`src/rtl/testport_capture.sv`:
```
// Snoops data-memory stores to the test port, frames them between BEGIN_SYM and END_SYM and
// buffers readable-order words in a FIFO. Optional per-word cycle stamps: TESTPORT_TIMESTAMP_EN.
module testport_capture #(
  parameter logic [29:0] TEST_PORT  = 30'h10,
  parameter logic [31:0] BEGIN_SYM  = 32'h00000168,
  parameter logic [31:0] END_SYM    = 32'hFFFFFD5D,
  parameter int unsigned FIFO_DEPTH = 8
) (
  input  logic        clk,
  input  logic        rst,
  input  logic [29:0] addr,
  input  logic [31:0] data,
  input  logic        wen,
  output logic        out_valid,
  output logic [31:0] out_data,
  output logic [15:0] out_stamp,
  input  logic        out_ready,
  output logic        active,
  output logic        done,
  output logic        overflow,
  output logic [7:0]  word_count
);

  localparam int unsigned PtrW = $clog2(FIFO_DEPTH);
  localparam int unsigned CntW = PtrW + 1;
  localparam logic [CntW-1:0] Full = CntW'(FIFO_DEPTH);

  typedef enum logic [1:0] {
    StIdle    = 2'd0,
    StCapture = 2'd1,
    StDone    = 2'd2
  } state_e;

  state_e          state_q;
  logic            wen_q;
  logic [PtrW-1:0] wr_ptr_q, rd_ptr_q;
  logic [CntW-1:0] count_q;
  logic [31:0]     data_mem [FIFO_DEPTH];

  logic [31:0]     swapped;
  logic            wr_event, begin_hit, push, pop, accept;
  logic [CntW-1:0] remain;
  logic [PtrW-1:0] head_ptr;

  assign swapped   = {data[7:0], data[15:8], data[23:16], data[31:24]};
  assign wr_event  = wen && !wen_q && (addr == TEST_PORT);
  assign begin_hit = (state_q == StIdle) && wr_event && (swapped == BEGIN_SYM);
  assign push      = wr_event && (state_q == StCapture);
  assign pop       = out_valid && out_ready;
  // A pop in the same cycle frees the slot, so a push into a full FIFO still lands.
  assign accept    = push && ((count_q != Full) || pop);

  // Head registers follow pops immediately but see pushes one cycle later.
  assign remain    = count_q - CntW'(pop);
  assign head_ptr  = rd_ptr_q + PtrW'(pop);

  always_ff @(posedge clk) begin
    if (!rst) begin
      state_q    <= StIdle;
      wen_q      <= 1'b0;
      active     <= 1'b0;
      done       <= 1'b0;
      overflow   <= 1'b0;
      word_count <= 8'd0;
    end else begin
      wen_q <= wen;
      if (push && !accept) overflow <= 1'b1;
      unique case (state_q)
        StIdle: begin
          if (begin_hit) begin
            state_q    <= StCapture;
            active     <= 1'b1;
            word_count <= 8'd0;
          end
        end
        StCapture: begin
          if (push) begin
            if (word_count != 8'hFF) word_count <= word_count + 8'd1;
            if (swapped == END_SYM) begin
              state_q <= StDone;
              active  <= 1'b0;
              done    <= 1'b1;
            end
          end
        end
        default: ;
      endcase
    end
  end

  always_ff @(posedge clk) begin
    if (!rst) begin
      wr_ptr_q  <= '0;
      rd_ptr_q  <= '0;
      count_q   <= '0;
      out_valid <= 1'b0;
      out_data  <= '0;
    end else begin
      if (accept) wr_ptr_q <= wr_ptr_q + PtrW'(1);
      if (pop) rd_ptr_q <= rd_ptr_q + PtrW'(1);
      count_q   <= count_q + CntW'(accept) - CntW'(pop);
      out_valid <= (remain != '0);
      out_data  <= (remain != '0) ? data_mem[head_ptr] : 32'h0;
    end
  end

  always_ff @(posedge clk) begin
    if (accept) data_mem[wr_ptr_q] <= swapped;
  end

`ifdef TESTPORT_TIMESTAMP_EN
  logic [15:0] stamp_q, stamp_d;
  logic [15:0] stamp_mem [FIFO_DEPTH];

  // A word carries the counter value reached at its push edge.
  always_comb begin
    stamp_d = stamp_q;
    if (begin_hit) begin
      stamp_d = 16'h0000;
    end else if (state_q == StCapture) begin
      stamp_d = stamp_q + 16'd1;
    end
  end

  always_ff @(posedge clk) begin
    if (!rst) begin
      stamp_q   <= 16'h0000;
      out_stamp <= 16'h0000;
    end else begin
      stamp_q   <= stamp_d;
      out_stamp <= (remain != '0) ? stamp_mem[head_ptr] : 16'h0000;
    end
  end

  always_ff @(posedge clk) begin
    if (accept) stamp_mem[wr_ptr_q] <= stamp_d;
  end
`else
  assign out_stamp = 16'h0000;
`endif

endmodule

```
`config.mk`:
```
export PLATFORM = sky130hd
export DESIGN_NAME = testport_capture
export DESIGN_NICKNAME = d
export VERILOG_FILES = /design/src/rtl/testport_capture.sv
export SDC_FILE = /design/constraint.sdc
export NUM_CORES = 1
export LEC_CHECK = 0
export BUFFER_PORTS_ARGS = -buffer_cell sky130_fd_sc_hd__clkbuf_2
export CORE_AREA = 10 10 196 198
export DETAILED_ROUTE_END_ITERATION = 6
export DIE_AREA = 0 0 206 208
export HOLD_SLACK_MARGIN = 0.12
export SYNTH_ARGS = -nofsm -noshare
export SYNTH_HDL_FRONTEND = slang
export SYNTH_SLANG_ARGS = --single-unit
```
`constraint.sdc`:
```
create_clock -name clk -period 5.6 [get_ports clk]
set_input_delay 0.56 -clock clk [delete_from_list [all_inputs] [get_ports clk]]
set_output_delay 0.56 -clock clk [all_outputs]
set_load 0.005 [all_outputs]
```
# Yosys cells after proc, flatten, opt, wreduce, memory -nomap -nowiden
# Memory sizes are Yosys's and may differ from the RTL's. A register that Yosys moved wholly into a read port is not among the register bits.
# Cells that the tools add are included.
# W data, S select, Z words.
[word_totals]
rom_bits = 0
elab_cells = 61
regBits = 25
mem_count = 1
latchBits = 0
ram_bits = 256
output_inout_bits = 60
[memory_table]
columns = ["memory", "words", "word_bits", "rd", "rd_ports_with_merged_regs", "write_ports", "line_no", "text"]
rows = [
  ["data_mem", 8, 32, 1, 1, 1, "38", "logic [31:0] data_mem [FIFO_DEPTH];"],
]
[classes]
n_mul = 0
bitwise_logic = 0
div = 0
shifts = 0
order_cmp = 0
mux = 14
eq_ne = 10
n_addsub = 7
n_reduce_logical = 19
[ops]
columns = ["operator", "count"]
rows = [
  ["$eq A32 B32 Y1 const B", 1],
  ["$eq A32 B9 Y1 const B", 1],
  ["$eq A30 B5 Y1 const B", 1],
  ["$mux W8", 3],
  ["$pmux W8 S2", 1],
  ["$add A8 B1 Y8 const B", 1],
  ["$logic_and A1 B1 Y1", 8],
  ["$ne A8 B8 Y1 const B", 1],
  ["$reduce_and A4 Y1", 2],
  ["$sub A4 B1 Y4", 2],
  ["$add A3 B1 Y3 const B", 2],
  ["$mux W2", 3],
  ["$mux W1", 5],
  ["$add A4 B1 Y4", 1],
  ["$ne A2 B1 Y1 const B", 2],
  ["$ne A2 B2 Y1 const B", 2],
  ["$ne A4 B4 Y1 const B", 1],
  ["$pmux W2 S2", 1],
  ["$reduce_bool A4 Y1", 1],
  ["$add A3 B1 Y3", 1],
  ["$logic_not A1 Y1", 3],
  ["$reduce_and A3 Y1", 1],
  ["$eq A2 B1 Y1 const B", 1],
  ["$logic_not A2 Y1", 1],
  ["4 further kinds", 4],
]

# Logic depth before layout (Yosys ltp)
# Gate-level depths: netlist (run 1).
[depth]
ltp_word = 7
mapped_depth = 11
ltp_nobuf = 11

# Worst setup path before layout (run 1)
# No wires, ideal clock.
[synth_path]
kind = "input -> register"
startpoint = "input port addr[15]"
endpoint = "memory data_mem[0][0] (enable)"
t_arrival_ps = 3981
setup_time_ps = 461
setup_slack_ps = 1158
stages = 6
t_required_ps = 5139
path_buffers = 0
path_cell_list = "nor4_1 -> nand4_1 -> nor3_1 -> nand2_1 -> or2_1 -> nor3_1"
[synth_via]
elab_chain_cells = 6
[synth_lines]
columns = ["element", "line_no", "text"]
rows = [
  ["from (decl)", "11", "input logic [29:0] addr,"],
  ["$eq A30 B5 Y1", "46", "assign wr_event = wen && !wen_q && (addr == TEST_PORT);"],
  ["$logic_and A1 B1 Y1", "46", ""],
  ["$logic_and A1 B1 Y1", "48", "assign push = wr_event && (state_q == StCapture);"],
  ["$logic_and A1 B1 Y1", "51", "assign accept = push && ((count_q != Full) || pop);"],
  ["$mux W1", "108", "if (accept) data_mem[wr_ptr_q] <= swapped;"],
  ["$mux W1 (not written as such)", "108", ""],
  ["to (decl)", "38", ""],
]
# Every way passes these cells.

# Final worst setup path (run 1)
[layout_path]
startpoint = "register wen_q"
endpoint = "memory data_mem[2][16] (enable)"
[layout_via]
elab_chain_cells = 7
[layout_lines]
columns = ["element", "line_no", "text"]
rows = [
  ["from (decl)", "35", "logic wen_q;"],
  ["from (signal assigned)", "66", "wen_q <= wen;"],
  ["$logic_not A1 Y1", "46", ""],
  ["$logic_and A1 B1 Y1 (2 in a row)", "46", ""],
  ["$logic_and A1 B1 Y1", "48", ""],
  ["$logic_and A1 B1 Y1", "51", ""],
  ["$mux W1", "108", ""],
  ["$mux W1 (not written as such)", "108", ""],
]
# Every way passes these cells.

==> results.yml, run 1 <==
logic_synthesis:
  synth_commonest_cells: "edfxtp_1 (256), nand2_1 (81), mux4_2 (64)"
  yosysMostFrequentCell: "edfxtp_1"
  synthFlopType: "edfxtp_1"
  synth_cell_type_count: 44
  ys_top_cells_by_area: "edfxtp_1 (65%), mux4_2 (12%), dfxtp_1 (9.4%)"
  netlist_instances: 667
  synth_area_um2: 11890
  synth_top_area_share_pct: 64.68
  yosys.area.top_type: "edfxtp_1"
  synth_seq_cells: 312
  avgSynthCellArea_um2: 17.82
  ys_seq_area_share_pct: 74.11
  synth_edf_count: 256
  postSynth.asyncResetShare_pct: 0
  yosys_warnings: 0
global_routing:
  grt-ovfl-total: 0
  first_global_vias: 6565
  grt_max_degree: 54
  grt_pass1_wl_mm: 38.87
  antenna_found_initial: 0
  globalRouteTotalUtil_pct: 11.61
timing:
  setup_viol: 0
  rsz0062_at_grt: "no"
  fmax_ghz: 0.3178
  finalCriticalPeriod_ps: 3146
  hold_viol: 0
  skew_ps: 17.41
  fin_crit_sh_pct: 56.18
  fin_tns_setup_ps: 0
  max_slew_margin_pct: 20.93
  tightest_slew_ps: 1183
  finalMaxSlewViolations: 0
worst_hold_path:
  whs_path_depth: 2
  hp-class: "input pin to flop"
  hold_end: "wen_q"
  hold_path_startpoint: "wen"
floorplanning:
  rows: 68
  ios: 126
  die_h_um: 208
  core-area_um2: 34370
  start_util_pct: 34.58
  die_w_um: 206
  dieArea_um2: 42850
clock_tree:
  holdBufCountCts: 0
  root_buffer: "clkbuf_16"
  numCtsBuffers: 31
  numClockSinks: 312
  clk-insertion-delay-late_ps: 560
  cts_tree: "yes"
  clkTransAtPathRegs_ps: 60
  cts_setup_buffers: 0
  h-tree-depth: 1
  cts_buffer_depth: 3
  postCtsResizedCells: 0
drt:
  post-route-drc-count: 0
  wl_per_cell_um: 19.90
  vias: 6161
  routed_via_density: 4.847
  drt_iter0_drc: 395
  totalWireLength_mm: 25.30
  firstDrtPassIters: 4
  antenna_left: 0
power:
  powerDensity_nw_per_um2: 394.5
  intPower_w: 0.004183
  irDropWorstVdd_v: 0.0002106
  p_sw_w: 0.001324
  power_frac_clock_pct: 35.7
  p_seq_share_pct: 47.8
  p_comb_share_pct: 16.5
  switching_share_pct: 24.04
  cellLeakagePower_nw: 4.652
setup_path:
  crit_path_start_kind: "flop"
  cp.arrival_ps: 3310
  reg2reg_to: "data_mem[2][16]"
  critical_path_class: "flop to flop"
  cp.required_ps: 5760
  rrSetupSlack_ps: 2450
  worst-path-max-fanout: 32
  end_kind: "flop"
  ff2ff_path_depth: 6
  r2r-start: "wen_q"
layout:
  drive_gt1_share_pct: 30.27
  n_antenna_cell: 0
  finalInstanceArea_um2: 13960
  syn_to_final_growth_pct: 17.45
  finalNetCount: 869
  fill_cells: 3137
flow_run:
  cap_viol_max_count: 0
placed_design:
  post-dp-hpwl_mm: 15.67
  numPortBuffers: 109
  dpl-instance-area_um2: 12990
  routabilityCongestion: 0.7502
status:
  status: "complete, no violations"
per-layer routing:
layer / vias up / track usage (%) / wire, um
li1: 2838 / - / -
met1: 3114 / 15.35 / 11180
met2: 171 / 18.96 / 12090
met3: 38 / 2.766 / 1539
met4: 0 / 2.509 / 489
met5: - / 0 / 0
power groups by stage:
stage	combinational, W	sequential [W]	clock (W)
finish	0.000908	0.00263	0.00197
global route	0.00102	0.00264	0.00210
CTS	0.000941	0.00264	0.00201
detailed placement	0.000938	0.00268	0
global placement	0.000932	0.00268	0
floorplan	0.000631	0.00269	0
sequential cells by signal, summed over array words and instances (netlist names):
name        flops
state_q         2
overflow        1
done            1
wr_ptr_q        3
out_valid       1
out_data       32
rd_ptr_q        3
count_q         4
word_count      8
data_mem      256
wen_q           1
worst max-delay path, stage by stage, from the launching register on:
cell     delay, ps
dfxtp_1        300
nor4b_1        300
nand4_1        260
nor3_1         390
nand2_1        190
or2_1          390
nor2_4         920
cell families (layout without fill, tap and decap cells):
| kind of cell | count (synthesis) | in the layout | share of synthesized area (%) |
|---|---|---|---|
| simple gates | 165 | 165 | 6.874 |
| xor+xnor | 9 | 9 | 0.6633 |
| mux | 65 | 65 | 12.21 |
| fa+ha+maj | 12 | 12 | 1.326 |
| compound gates | 53 | 53 | 2.569 |
| other cells | 1 | 16 | 0.03155 |
| flops | 312 | 312 | 74.11 |
| buf+inv | 50 | 184 | 2.211 |
layout make-up:
cell class	count	area [um^2]	area share, %
inverter	8	30.03	0.2151
multi-input combinational	320	2967	21.25
timing repair buffer	118	613.1	4.392
sequential	312	8808	63.10
tap	455	569.3	4.078
clock buffer	46	882.1	6.319
clock inverter	12	90.09	0.6453
through the flow:
step / hold slack (ps) / cells / worst slack, ps / total power [W] / util (%)
global route: 203.6 / 1271 / 2159 / 0.005758 / 40.61
floorplan: 457.3 / 682 / 1158 / 0.003321 / -
global placement: 452.3 / 1213 / 2122 / 0.003616 / 37.78
detailed placement: 459.1 / 1213 / 2041 / 0.003623 / 37.78
finish: 223.8 / 1271 / 2454 / 0.005507 / 40.61
CTS: 190.5 / 1271 / 2368 / 0.005590 / 40.61
how the worst max path moves through the flow:
stage | start | endpoint | slack (ps) | depth (start not counted)
3_5_place_dp | addr[22] | data_mem[2][22] | 2040 | 7
6_report | wen_q | data_mem[2][16] | 2450 | 6
4_1_cts | wen_q | data_mem[2][28] | 2370 | 6
3_3_place_gp | addr[22] | data_mem[2][22] | 2120 | 7
5_1_grt | wen_q | data_mem[2][25] | 2160 | 6
2_1_floorplan | addr[15] | data_mem[0][0] | 1160 | 6
cell usage in the layout, fill, tap and decap left out, drive strengths merged, types with 2 or more instances in the layout:
| cell | count |
|---|---|
| nand4 | 10 |
| ha | 11 |
| nand2b | 3 |
| and3 | 4 |
| conb | 16 |
| or3 | 4 |
| clkinvlp | 2 |
| nor3 | 7 |
| nand2 | 81 |
| xor2 | 6 |
| nand3 | 9 |
| nand3b | 2 |
| nor4b | 3 |
| nor4 | 12 |
| edfxtp | 256 |
| dfxtp | 56 |
| and2 | 4 |
| buf | 9 |
| xnor2 | 3 |
| mux4 | 64 |
| a21oi | 40 |
| nor2 | 21 |
| clkinv | 8 |
| or4 | 2 |
| o21ai | 5 |
| clkbuf | 155 |
| o31ai | 4 |
| inv | 9 |
Note: power is estimated with default switching activity, not from simulation.
==> inputs of run 2 (changes only) <==
==> constraint.sdc (replaced) <==
create_clock -name clk -period 3 [get_ports clk]
set_input_delay 0.3 -clock clk [delete_from_list [all_inputs] [get_ports clk]]
set_output_delay 0.3 -clock clk [all_outputs]
set_load 0.005 [all_outputs]
==> results.yml, run 2 (synthesis gave the netlist of run 1 again) <==
status:
  status: "complete, no violations"
layout:
  drive_gt1_share_pct: 31.75
  finalNetCount: 894
  n_antenna_cell: 0
  fin_util_pct: 41.95
  syn_to_final_growth_pct: 21.33
  max_flop_register: "data_mem"
  reg.largest.list: "data_mem: 256 flops, out_data: 32 flops, word_count: 8 flops"
  layout_commonest_cell: "edfxtp_1"
  mostFrequentLayoutCells: "edfxtp_1 (256), clkbuf_2 (109), nand2_1 (81)"
  largest_register_ff_count: 256
setup_path:
  worst-path-max-fanout: 32
  r2r-start: "wen_q"
  crit_start: "wen"
  critical_path_class: "input pin to flop"
  cp.required_ps: 3190
  end_kind: "flop"
  cp.arrival_ps: 2880
  crit_path_start_kind: "input pin"
drt:
  dr_wl_met2_mm: 12.78
  wl_per_cell_um: 20.12
  totalWireLength_mm: 26.07
  routed_via_density: 4.857
  wl_met3_mm: 1.748
  top_layer: "met4"
  antenna_left: 0
  drt_iter0_drc: 335
  post-route-drc-count: 0
  drt-met1-wl_mm: 11.21
  vias: 6295
  firstDrtPassIters: 4
global_routing:
  grt-ovfl-total: 0
  first_global_vias: 6820
  grt_pass1_wl_mm: 40.30
  antenna_found_initial: 0
  globalRouteTotalUtil_pct: 12.12
  grt_max_degree: 65
clock_tree:
  root_buffer: "clkbuf_16"
  clkTransAtPathRegs_ps: 60
  numCtsBuffers: 34
  cts_buffer_depth: 3
  clk-insertion-delay-late_ps: 510
  h-tree-depth: 2
  cts_setup_buffers: 0
  numClockSinks: 312
  cts_tree: "yes"
timing:
  max_slew_margin_pct: 57.85
  rsz0062_at_grt: "no"
  fmax_ghz: 0.3717
  fin_crit_sh_pct: 89.68
  finalCriticalPeriod_ps: 2690
  skew_ps: 15.10
  hold_viol: 0
  fin_tns_setup_ps: 0
  setup_viol: 0
  tightest_slew_ps: 616.3
  finalMaxSlewViolations: 0
floorplanning:
  start_util_pct: 34.58
  ios: 126
  die_w_um: 206
  dieArea_um2: 42850
  die_h_um: 208
  core-area_um2: 34370
  rows: 68
power:
  p_seq_share_pct: 45.6
  powerDensity_nw_per_um2: 748.2
  intPower_w: 0.008240
  power_frac_clock_pct: 37.9
  switching_share_pct: 23.62
  irDropWorstVdd_v: 0.0003611
  p_sw_w: 0.002549
  cellLeakagePower_nw: 4.842
  p_total_w: 0.01079
  p_comb_share_pct: 16.5
placed_design:
  routabilityCongestion: 0.7635
  numPortBuffers: 109
  post-dp-hpwl_mm: 16.29
worst_hold_path:
  hold_path_startpoint: "data[14]"
  hp-class: "input pin to flop"
flow_run:
  cap_viol_max_count: 0
-- run 2: power by group through the flow --
stage | Sequential, W | Combinational, W | Clock, W
finish | 0.00492 | 0.00178 | 0.00409
global route | 0.00493 | 0.00198 | 0.00437
CTS | 0.00492 | 0.00185 | 0.00420
detailed placement | 0.00501 | 0.00184 | 0
global placement | 0.00501 | 0.00183 | 0
floorplan | 0.00502 | 0.00118 | 0
-- run 2: cell type report --
cell class                 instances  area, um^2
tap                              455       569.3
timing repair buffer             140       928.4
fill                            3076       19950
clock inverter                    13       150.1
multi-input combinational        320        2979
clock buffer                      48       954.7
inverter                           8       30.03
sequential                       312        8808
-- run 2: worst paths after layout --
path	to	depth (start not counted)	slack [ps]
min	data_mem[4][22]	1	140
min reg2reg	rd_ptr_q[1]	2	480
max	data_mem[0][22]	9	310
max reg2reg	data_mem[0][22]	7	380
-- run 2: repair_timing --
action,in CTS,in global routing
resized for setup,0,0
endpoints found under the hold margin,33,0
hold buffers,5,0
-- run 2: metal layers --
metal,vias to the layer above,GRT usage (%)
li1,2883,-
met1,3210,15.46
met2,175,20.11
met3,27,3.170
met4,0,2.885
met5,-,0
-- run 2: metrics by stage --
stage,worst slack (ps),std cells,hold slack [ps],instance area [um^2]
6_report,309.7,1296,141.3,14420
5_1_grt,137.7,1296,141.3,14420
4_1_cts,315.4,1296,121.2,14420
3_5_place_dp,266.7,1230,460.6,13270
3_3_place_gp,370.3,1230,454.4,13270
2_1_floorplan,-307.5,682,398.9,11960
-- run 2: worst max-delay path, stage by stage --
cell and delay [ps]:
dlygate4sd3_1 530, clkbuf_2 100, nor4b_1 240, nand4_1 260
nor3_1 390, nand2_1 190, or2_1 400, nor3_4 200
buf_12 240
